`src/rtl/maze_mem_arbiter.sv`:
```
// Arbitrates the maze map memory between a single-cell writer and an 8-cell row reader (round-robin on ties).
// Write takes 1 cycle and read delivers rd_valid 10 cycles after grant; requests hold until acked and are never preempted.
module maze_mem_arbiter #(
    parameter int DATA_W  = 2,
    parameter int ADDR_W  = 6,
    parameter int ROW_LEN = 8
) (
    input  logic                                  clk,
    input  logic                                  nst,
    input  logic                                  wr_req,
    input  logic [ADDR_W-1:0]                     wr_addr,
    input  logic [DATA_W-1:0]                     wr_data,
    output logic                                  wr_ack,
    input  logic                                  rd_req,
    input  logic [ADDR_W-$clog2(ROW_LEN)-1:0]     rd_row,
    output logic                                  rd_valid,
    output logic [DATA_W*ROW_LEN-1:0]             rd_line,
    output logic [ADDR_W-1:0]                     mem_addr,
    output logic                                  mem_we,
    output logic [DATA_W-1:0]                     mem_wdata,
    input  logic [DATA_W-1:0]                     mem_rdata,
    output logic                                  busy
);
    localparam int COL_W = $clog2(ROW_LEN);
    localparam int ROW_W = ADDR_W - COL_W;
    localparam logic [COL_W-1:0] LAST_COL = COL_W'(ROW_LEN - 1);

    typedef enum logic [1:0] {IDLE, WRITE, BURST, DRAIN} state_t;
    typedef enum logic {GNT_WRITE, GNT_READ} grant_t;

    state_t                          state_q;
    grant_t                          last_grant_q;
    logic [ROW_W-1:0]                row_q;
    logic [COL_W-1:0]                col_q;
    logic [DATA_W*(ROW_LEN-1)-1:0]   stage_q;
    logic [DATA_W*ROW_LEN-1:0]       rd_line_q;
    logic                            wr_ack_q;
    logic                            rd_valid_q;
    logic [ADDR_W-1:0]               mem_addr_q;
    logic                            mem_we_q;
    logic [DATA_W-1:0]               mem_wdata_q;

    logic                            grant_wr_d;
    logic                            grant_rd_d;
    logic [COL_W-1:0]                col_next_d;
    logic [COL_W-1:0]                col_prev_d;

    // On a tie the writer wins only if the reader was served last.
    assign grant_wr_d = wr_req && (!rd_req || (last_grant_q == GNT_READ));
    assign grant_rd_d = rd_req && !grant_wr_d;
    assign col_next_d = col_q + COL_W'(1);
    assign col_prev_d = col_q - COL_W'(1);

    always_ff @(posedge clk or posedge nst) begin
        if (nst) begin
            state_q      <= IDLE;
            last_grant_q <= GNT_READ;
            row_q        <= '0;
            col_q        <= '0;
            stage_q      <= '0;
            rd_line_q    <= '0;
            wr_ack_q     <= 1'b0;
            rd_valid_q   <= 1'b0;
            mem_addr_q   <= '0;
            mem_we_q     <= 1'b0;
            mem_wdata_q  <= '0;
        end else begin
            wr_ack_q    <= 1'b0;
            rd_valid_q  <= 1'b0;
            mem_we_q    <= 1'b0;
            mem_wdata_q <= '0;
            case (state_q)
                IDLE: begin
                    mem_addr_q <= '0;
                    col_q      <= '0;
                    if (grant_wr_d) begin
                        state_q     <= WRITE;
                        wr_ack_q    <= 1'b1;
                        mem_we_q    <= 1'b1;
                        mem_addr_q  <= wr_addr;
                        mem_wdata_q <= wr_data;
                    end else if (grant_rd_d) begin
                        state_q    <= BURST;
                        row_q      <= rd_row;
                        mem_addr_q <= {rd_row, {COL_W{1'b0}}};
                    end
                end
                WRITE: begin
                    state_q      <= IDLE;
                    mem_addr_q   <= '0;
                    last_grant_q <= GNT_WRITE;
                end
                BURST: begin
                    // Read data lags its address by one cycle, so capture the previous column.
                    if (col_q != '0) begin
                        for (int i = 0; i < ROW_LEN - 1; i++) begin
                            if (col_prev_d == COL_W'(i)) begin
                                stage_q[DATA_W*i +: DATA_W] <= mem_rdata;
                            end
                        end
                    end
                    if (col_q == LAST_COL) begin
                        state_q <= DRAIN;
                    end else begin
                        col_q      <= col_next_d;
                        mem_addr_q <= {row_q, col_next_d};
                    end
                end
                DRAIN: begin
                    rd_line_q    <= {mem_rdata, stage_q};
                    rd_valid_q   <= 1'b1;
                    state_q      <= IDLE;
                    mem_addr_q   <= '0;
                    col_q        <= '0;
                    last_grant_q <= GNT_READ;
                end
                default: state_q <= IDLE;
            endcase
        end
    end

    assign wr_ack    = wr_ack_q;
    assign rd_valid  = rd_valid_q;
    assign rd_line   = rd_line_q;
    assign mem_addr  = mem_addr_q;
    assign mem_we    = mem_we_q;
    assign mem_wdata = mem_wdata_q;
    assign busy      = (state_q != IDLE);
endmodule
```
`config.mk`:
```
export PLATFORM = sky130hd
export DESIGN_NAME = maze_mem_arbiter
export DESIGN_NICKNAME = d
export VERILOG_FILES = /design/src/rtl/maze_mem_arbiter.sv
export SDC_FILE = /design/constraint.sdc
export NUM_CORES = 1
export LEC_CHECK = 0
export ABC_CLOCK_PERIOD_IN_PS = 4500
export CAP_MARGIN = 20
export CORE_UTILIZATION = 54
export CTS_CLUSTER_SIZE = 30
export DETAILED_ROUTE_END_ITERATION = 16
export HOLD_SLACK_MARGIN = 0.05
export PLACE_DENSITY = 0.82
export SLEW_MARGIN = 0
export SYNTH_ARGS = -nofsm -noshare
export SYNTH_HDL_FRONTEND = slang
export SYNTH_SLANG_ARGS = --single-unit
```
`constraint.sdc`:
```
create_clock -name clk -period 4.5 [get_ports clk]
set_clock_uncertainty 0.1 [all_clocks]
set_input_delay 0.675 -clock clk [delete_from_list [all_inputs] [get_ports clk]]
set_output_delay 0.675 -clock clk [all_outputs]
set_load 0.01 [all_outputs]
```
# ---- After elaboration in Yosys (flattened, before gate mapping)
# Cells that the tools add are included.
dict set report totals {
  regBits 49
  latchBits 0
  mem_bits_rw 0
  mem_bits_ro 0
  inputBits 17
  out_inout_bits 28
  n_memories 0
}
dict set report op_classes {
  addsub 2
  mul 0
  div 0
  order_cmp 0
  n_eq_ne 13
  n_shift 0
  mux 16
  bitwise 1
  reduce_logical 23
}
# operator n
set op_table {}
lappend op_table {{$reduce_and A3 Y1} 8}
lappend op_table {{$mux W6} 3}
lappend op_table {{$pmux W6 S3} 1}
lappend op_table {{$eq A3 B3 Y1 const B} 4}
lappend op_table {{$mux W2} 5}
lappend op_table {{$eq A3 B2 Y1 const B} 2}
lappend op_table {{$pmux W2 S3} 1}
lappend op_table {{$pmux W3 S2} 1}
lappend op_table {{$reduce_bool A2 Y1} 3}
lappend op_table {{$eq A2 B2 Y1 const B} 2}
lappend op_table {{$ne A2 B2 Y1 const B} 2}
lappend op_table {{$reduce_and A2 Y1} 2}
lappend op_table {{$reduce_or A2 Y1} 2}
lappend op_table {{$add A3 B1 Y3 const B} 1}
lappend op_table {{$eq A3 B1 Y1 const B} 1}
lappend op_table {{$logic_not A3 Y1} 1}
lappend op_table {{$mux W1} 3}
lappend op_table {{$mux W3} 1}
lappend op_table {{$ne A3 B3 Y1 const B} 1}
lappend op_table {{$reduce_bool A3 Y1} 1}
lappend op_table {{$sub A3 B1 Y3 const B} 1}
lappend op_table {{$eq A2 B1 Y1 const B} 1}
lappend op_table {{$logic_and A1 B1 Y1} 2}
lappend op_table {{$logic_not A1 Y1} 2}
lappend op_table {{4 further kinds} 4}

# ---- Depth between registers and ports, before layout
dict set report logic_depth {
  ltp_word 8
  ltp_mapped 6
  depth_no_buf 5
}

# ---- Worst setup path before layout
# No wires, ideal clock.
dict set report synth_timing {
  kind {flip-flop to flip-flop}
  start {register col_q[0]}
  end {register stage_q[10]}
  setup_ps 128
  t_arrival_ps 1605
  required_ps 4272
  setup_slack_ps 2667
  path_stages_with_launch 6
  synth_period_minus_slack_ps 1833
  cell_sequence {dfrtp_1 -> inv_1 -> ha_1 -> or3b_4 -> a21oi_2 -> mux2_1}
}
dict set report synth_between {
  elab_chain_cells 3
  word_cells_on_any_way 4
}
# item line_no
set synth_lines {}
lappend synth_lines {{start: declaration} 34} ;# logic [COL_W-1:0] col_q;
lappend synth_lines {{start signal: assignment} 105} ;# col_q <= col_next_d;
lappend synth_lines {{$sub A3 B1 Y3} 52} ;# assign col_prev_d = col_q - COL_W'(1);
lappend synth_lines {{$eq A3 B3 Y1} 97} ;# if (col_prev_d == COL_W'(i)) begin
lappend synth_lines {{$reduce_and A3 Y1 (no line) *} n/a}
lappend synth_lines {{end signal: indexed assignment} 98} ;# stage_q[DATA_W*i +: DATA_W] <= mem_rdata;
lappend synth_lines {{end: declaration} 35} ;# logic [DATA_W*(ROW_LEN-1)-1:0] stage_q;
# Every way passes the cells marked *; elsewhere a longest branch is shown, timed or not.
# A chain may end at the register's enable or synchronous reset.

# ---- Worst setup path after layout
dict set report layout_timing {
  start {register state_q[0]}
  end {output busy}
}
dict set report layout_between {
  elab_chain_cells 1
}
# item line_no
set layout_lines {}
lappend layout_lines {{start: declaration} 31} ;# state_t state_q;
lappend layout_lines {{start signal: assignment} 56} ;# state_q <= IDLE;
lappend layout_lines {{start signal: assignment} 77} ;# state_q <= WRITE;
lappend layout_lines {{start signal: assignment} 83} ;# state_q <= BURST;
lappend layout_lines {{$reduce_bool A2 Y1} 128} ;# assign busy = (state_q != IDLE);
lappend layout_lines {{end: declaration} 22} ;# output logic busy
# No other way between the ends.

==> results_dict.tcl <==
set metrics [dict create \
    pwr-share-comb 0.423 \
    timing.final.crit_share 0.5630 \
    cp-start-kind "flip-flop" \
    netlist_top_cells_area "sky130_fd_sc_hd__dfrtp_1, sky130_fd_sc_hd__mux2_1, sky130_fd_sc_hd__ha_1" \
    max-cap-violations 0 \
    worst_setup_hold_path_clk_slew_ns 0.09 \
    timing.slew.headroom 0.4489 \
    fp.coreArea_mm2 0.003799 \
    dp_slack_ns 2.302 \
    post-synth-top-area-fraction 0.5451 \
    grt_pass1_wl_um 6996 \
    grtUsageMet2 0.3355 \
    clk_path_buf_depth 2 \
    multiInputGateArea_um2 915.9 \
    p_total_mw 1.638 \
    cts_resized 0 \
    die_w_um 65.88 \
    layout.cells.most_common_list "sky130_fd_sc_hd__dfrtp_1, sky130_fd_sc_hd__clkdlybuf4s50_1, sky130_fd_sc_hd__mux2_1" \
    clk-insertion-delay-late_ns 0.29 \
    htreeDepth 2 \
    share_of_final_layout_standard_cells_stronger_than_drive_strength_1 0.08219 \
    gr-max-usage-layer "met2" \
    antenna_violations_before_repair 0 \
    num-fill-cells 255 \
    cts-buffers-inserted 5 \
    power.share.clock 0.147 \
    crit_fanout 12 \
    cts.sink_count 49 \
    drcViolationCount 0 \
    report.final.setup_viol 0 \
    timing.final.ws_setup_ns 1.967 \
    yosys-mux-area-fraction 0.1721 \
    min_period_ns 2.533 \
    final-max-slew-violation-count 0 \
    synthXorXnorAreaFrac 0 \
    crit_arrival_ns 1.76 \
    fmax_mhz 394.7 \
    sequential_power_share 0.430 \
    portbufs 44 \
    power.ir.vdd_worst_v 0.0003131 \
    endpoints_failing_hold 0 \
    synth_edf_count 0 \
    adder_and_majority_gate_portion_of_the_synthesized_area 0.05679 \
    nNetsFinal 245 \
    wirelength_um 4108 \
    worst_pin_slew_ns 0.8267 \
    synthesis.area_per_instance_um2 12.74 \
    yosys.area.top_type "sky130_fd_sc_hd__dfrtp_1" \
    grt-ovfl-total 0 \
    asyncSetResetFlopFracSynth 1.000 \
    top_level_ports 45 \
    power.density_cell_area_mw_per_mm2 591.0 \
    cts_tree "built" \
    placed_cells_incl_taps 258 \
    first_pass_iters 4 \
    die_area_mm2 0.004340 \
    initial_core_util 0.5800 \
    num_vias 1471 \
    p_sw_frac 0.3368 \
    gr-usage-met3 0.05345 \
    synth_sequential_area_ratio 0.5571 \
    layout.cells.most_common "sky130_fd_sc_hd__dfrtp_1" \
    finalNonFillerCells 267 \
    cts.hold.buffers_added 0 \
    post_synth_inst_count 173 \
    main_combinational_cell_family_by_area_after_synthesis "multiplexers" \
    floorplan.die.height_um 65.88 \
    dp.final_hpwl_um 3081 \
    synth.yosys.warnings 0 \
    power_switching_mw 0.5517 \
    wire_per_inst_um 15.39 \
    crit_path_end_kind "output port" \
    grt_pass1_vias 1491 \
    postCtsSetupRepairBufs 0 \
    p_r_area_growth_vs_syn_pct 25.78 \
    setup.worst_path.class "reg2out" \
    synth_compound_area_frac 0.09256 \
    cts-root-buf "sky130_fd_sc_hd__clkbuf_8" \
    synth_fp_nets 200 \
    synth_cell_types 31 \
    grt_start_max_net_pins 50 \
    synth-main-ff-cell "sky130_fd_sc_hd__dfrtp_1" \
    global_route.usage.total 0.2136 \
    post_route_ant_nets 0 \
    routabilityCongestion 0.8947 \
    synth.ff_latch_count 49 \
    drt_first_iter_violations 86 \
    p_int_mw 1.086 \
    via_per_inst 5.509 \
    worstHoldPathType "reg2reg" \
    status "completed" \
    grt_use_met1 0.2893 \
    storage_cell_area_mm2 0.001227 \
    total_leakage_power_nw 1.311 \
    num_rows 22 \
    num_antenna_cells 0 \
    post_synth_and_or_nand_nor_area_fraction 0.09426 \
    total_negative_setup_slack_ns 0 \
    cp_data_required_time_ns 3.72 \
    grt_setup_unrepaired "false" \
    final.hold.worst_slack_ns 0.3897 \
    synth.cell_area_mm2 0.002203 \
]
## sequential cells by signal (all words and copies together), names as in the netlist
register / cells
mem_wdata: 2
rd_line: 16
state_q: 2
col_q: 3
mem_we: 1
rd_valid: 1
last_grant_q: 1
stage_q: 14
mem_addr: 6
row_q: 3
## metrics by stage
step	util	instance area [um^2]
floorplan	-	2203
global placement	0.7029	2670
detailed placement	0.7029	2670
CTS	0.7243	2751
global route	0.7296	2771
finish	0.7296	2771
## cell type report
| cell class | instances | share of cell area |
|---|---|---|
| clock inverter | 1 | 0.001806 |
| inverter | 7 | 0.009481 |
| multi-input combinational | 110 | 0.3305 |
| clock buffer | 7 | 0.02754 |
| sequential | 49 | 0.4429 |
| tap | 48 | 0.02167 |
| timing repair buffer | 45 | 0.1661 |
## power by group through the flow
stage / clock network (mW) / registers (mW) / logic [mW]
6_report: 0.241 / 0.704 / 0.693
3_5_place_dp: 0 / 0.711 / 0.697
5_1_grt: 0.264 / 0.730 / 0.756
3_3_place_gp: 0 / 0.700 / 0.670
2_1_floorplan: 0 / 0.729 / 0.382
4_1_cts: 0.246 / 0.706 / 0.699
## logic make-up after synthesis
group,after synthesis
buf+inv,14
flops,49
fa+ha+maj,10
mux,34
compound gates,28
simple gates,38
## worst paths after layout
| path | start | endpoint | slack (ns) | depth (start not counted) |
|---|---|---|---|---|
| min reg2reg | rd_line[2]$_DFFE_PP0P_ | rd_line[2]$_DFFE_PP0P_ | 0.39 | 1 |
| min in group asynchronous | nst | row_q[1]$_DFFE_PP0P_ | 0.47 | 2 |
| max reg2reg | col_q[0]$_DFFE_PP0P_ | stage_q[10]$_DFFE_PP0P_ | 2.48 | 5 |
| min | rd_line[2]$_DFFE_PP0P_ | rd_line[2]$_DFFE_PP0P_ | 0.39 | 1 |
| max in group asynchronous | nst | last_grant_q$_DFFE_PP1P_ | 3.34 | 3 |
| max | state_q[0]$_DFFE_PP0P_ | busy | 1.97 | 4 |
## synth_stat cells, types with 4 or more instances
library cell              number
sky130_fd_sc_hd__dfrtp_1      48
sky130_fd_sc_hd__mux2_1       31
sky130_fd_sc_hd__ha_1         10
sky130_fd_sc_hd__nand2_1       9
sky130_fd_sc_hd__inv_1         7
sky130_fd_sc_hd__nor2_1        7
sky130_fd_sc_hd__a21oi_1       6
sky130_fd_sc_hd__a21oi_2       6
sky130_fd_sc_hd__nor2b_1       5
sky130_fd_sc_hd__nand3_1       4
sky130_fd_sc_hd__nand4_1       4
## worst max-delay path, cell delays in order, from the launching register on
cell	delay (ns)
sky130_fd_sc_hd__dfrtp_1	0.41
sky130_fd_sc_hd__inv_1	0.11
sky130_fd_sc_hd__ha_1	0.39
sky130_fd_sc_hd__inv_1	0.07
sky130_fd_sc_hd__clkdlybuf4s50_1	0.48
## routing by layer
metal | part of all wire | up-vias
met1 | 0.44 | 721
met4 | 0.014 | 0
met5 | 0 | -
li1 | - | 703
met2 | 0.50 | 39
met3 | 0.045 | 8
(Power assumes the default switching activity.)
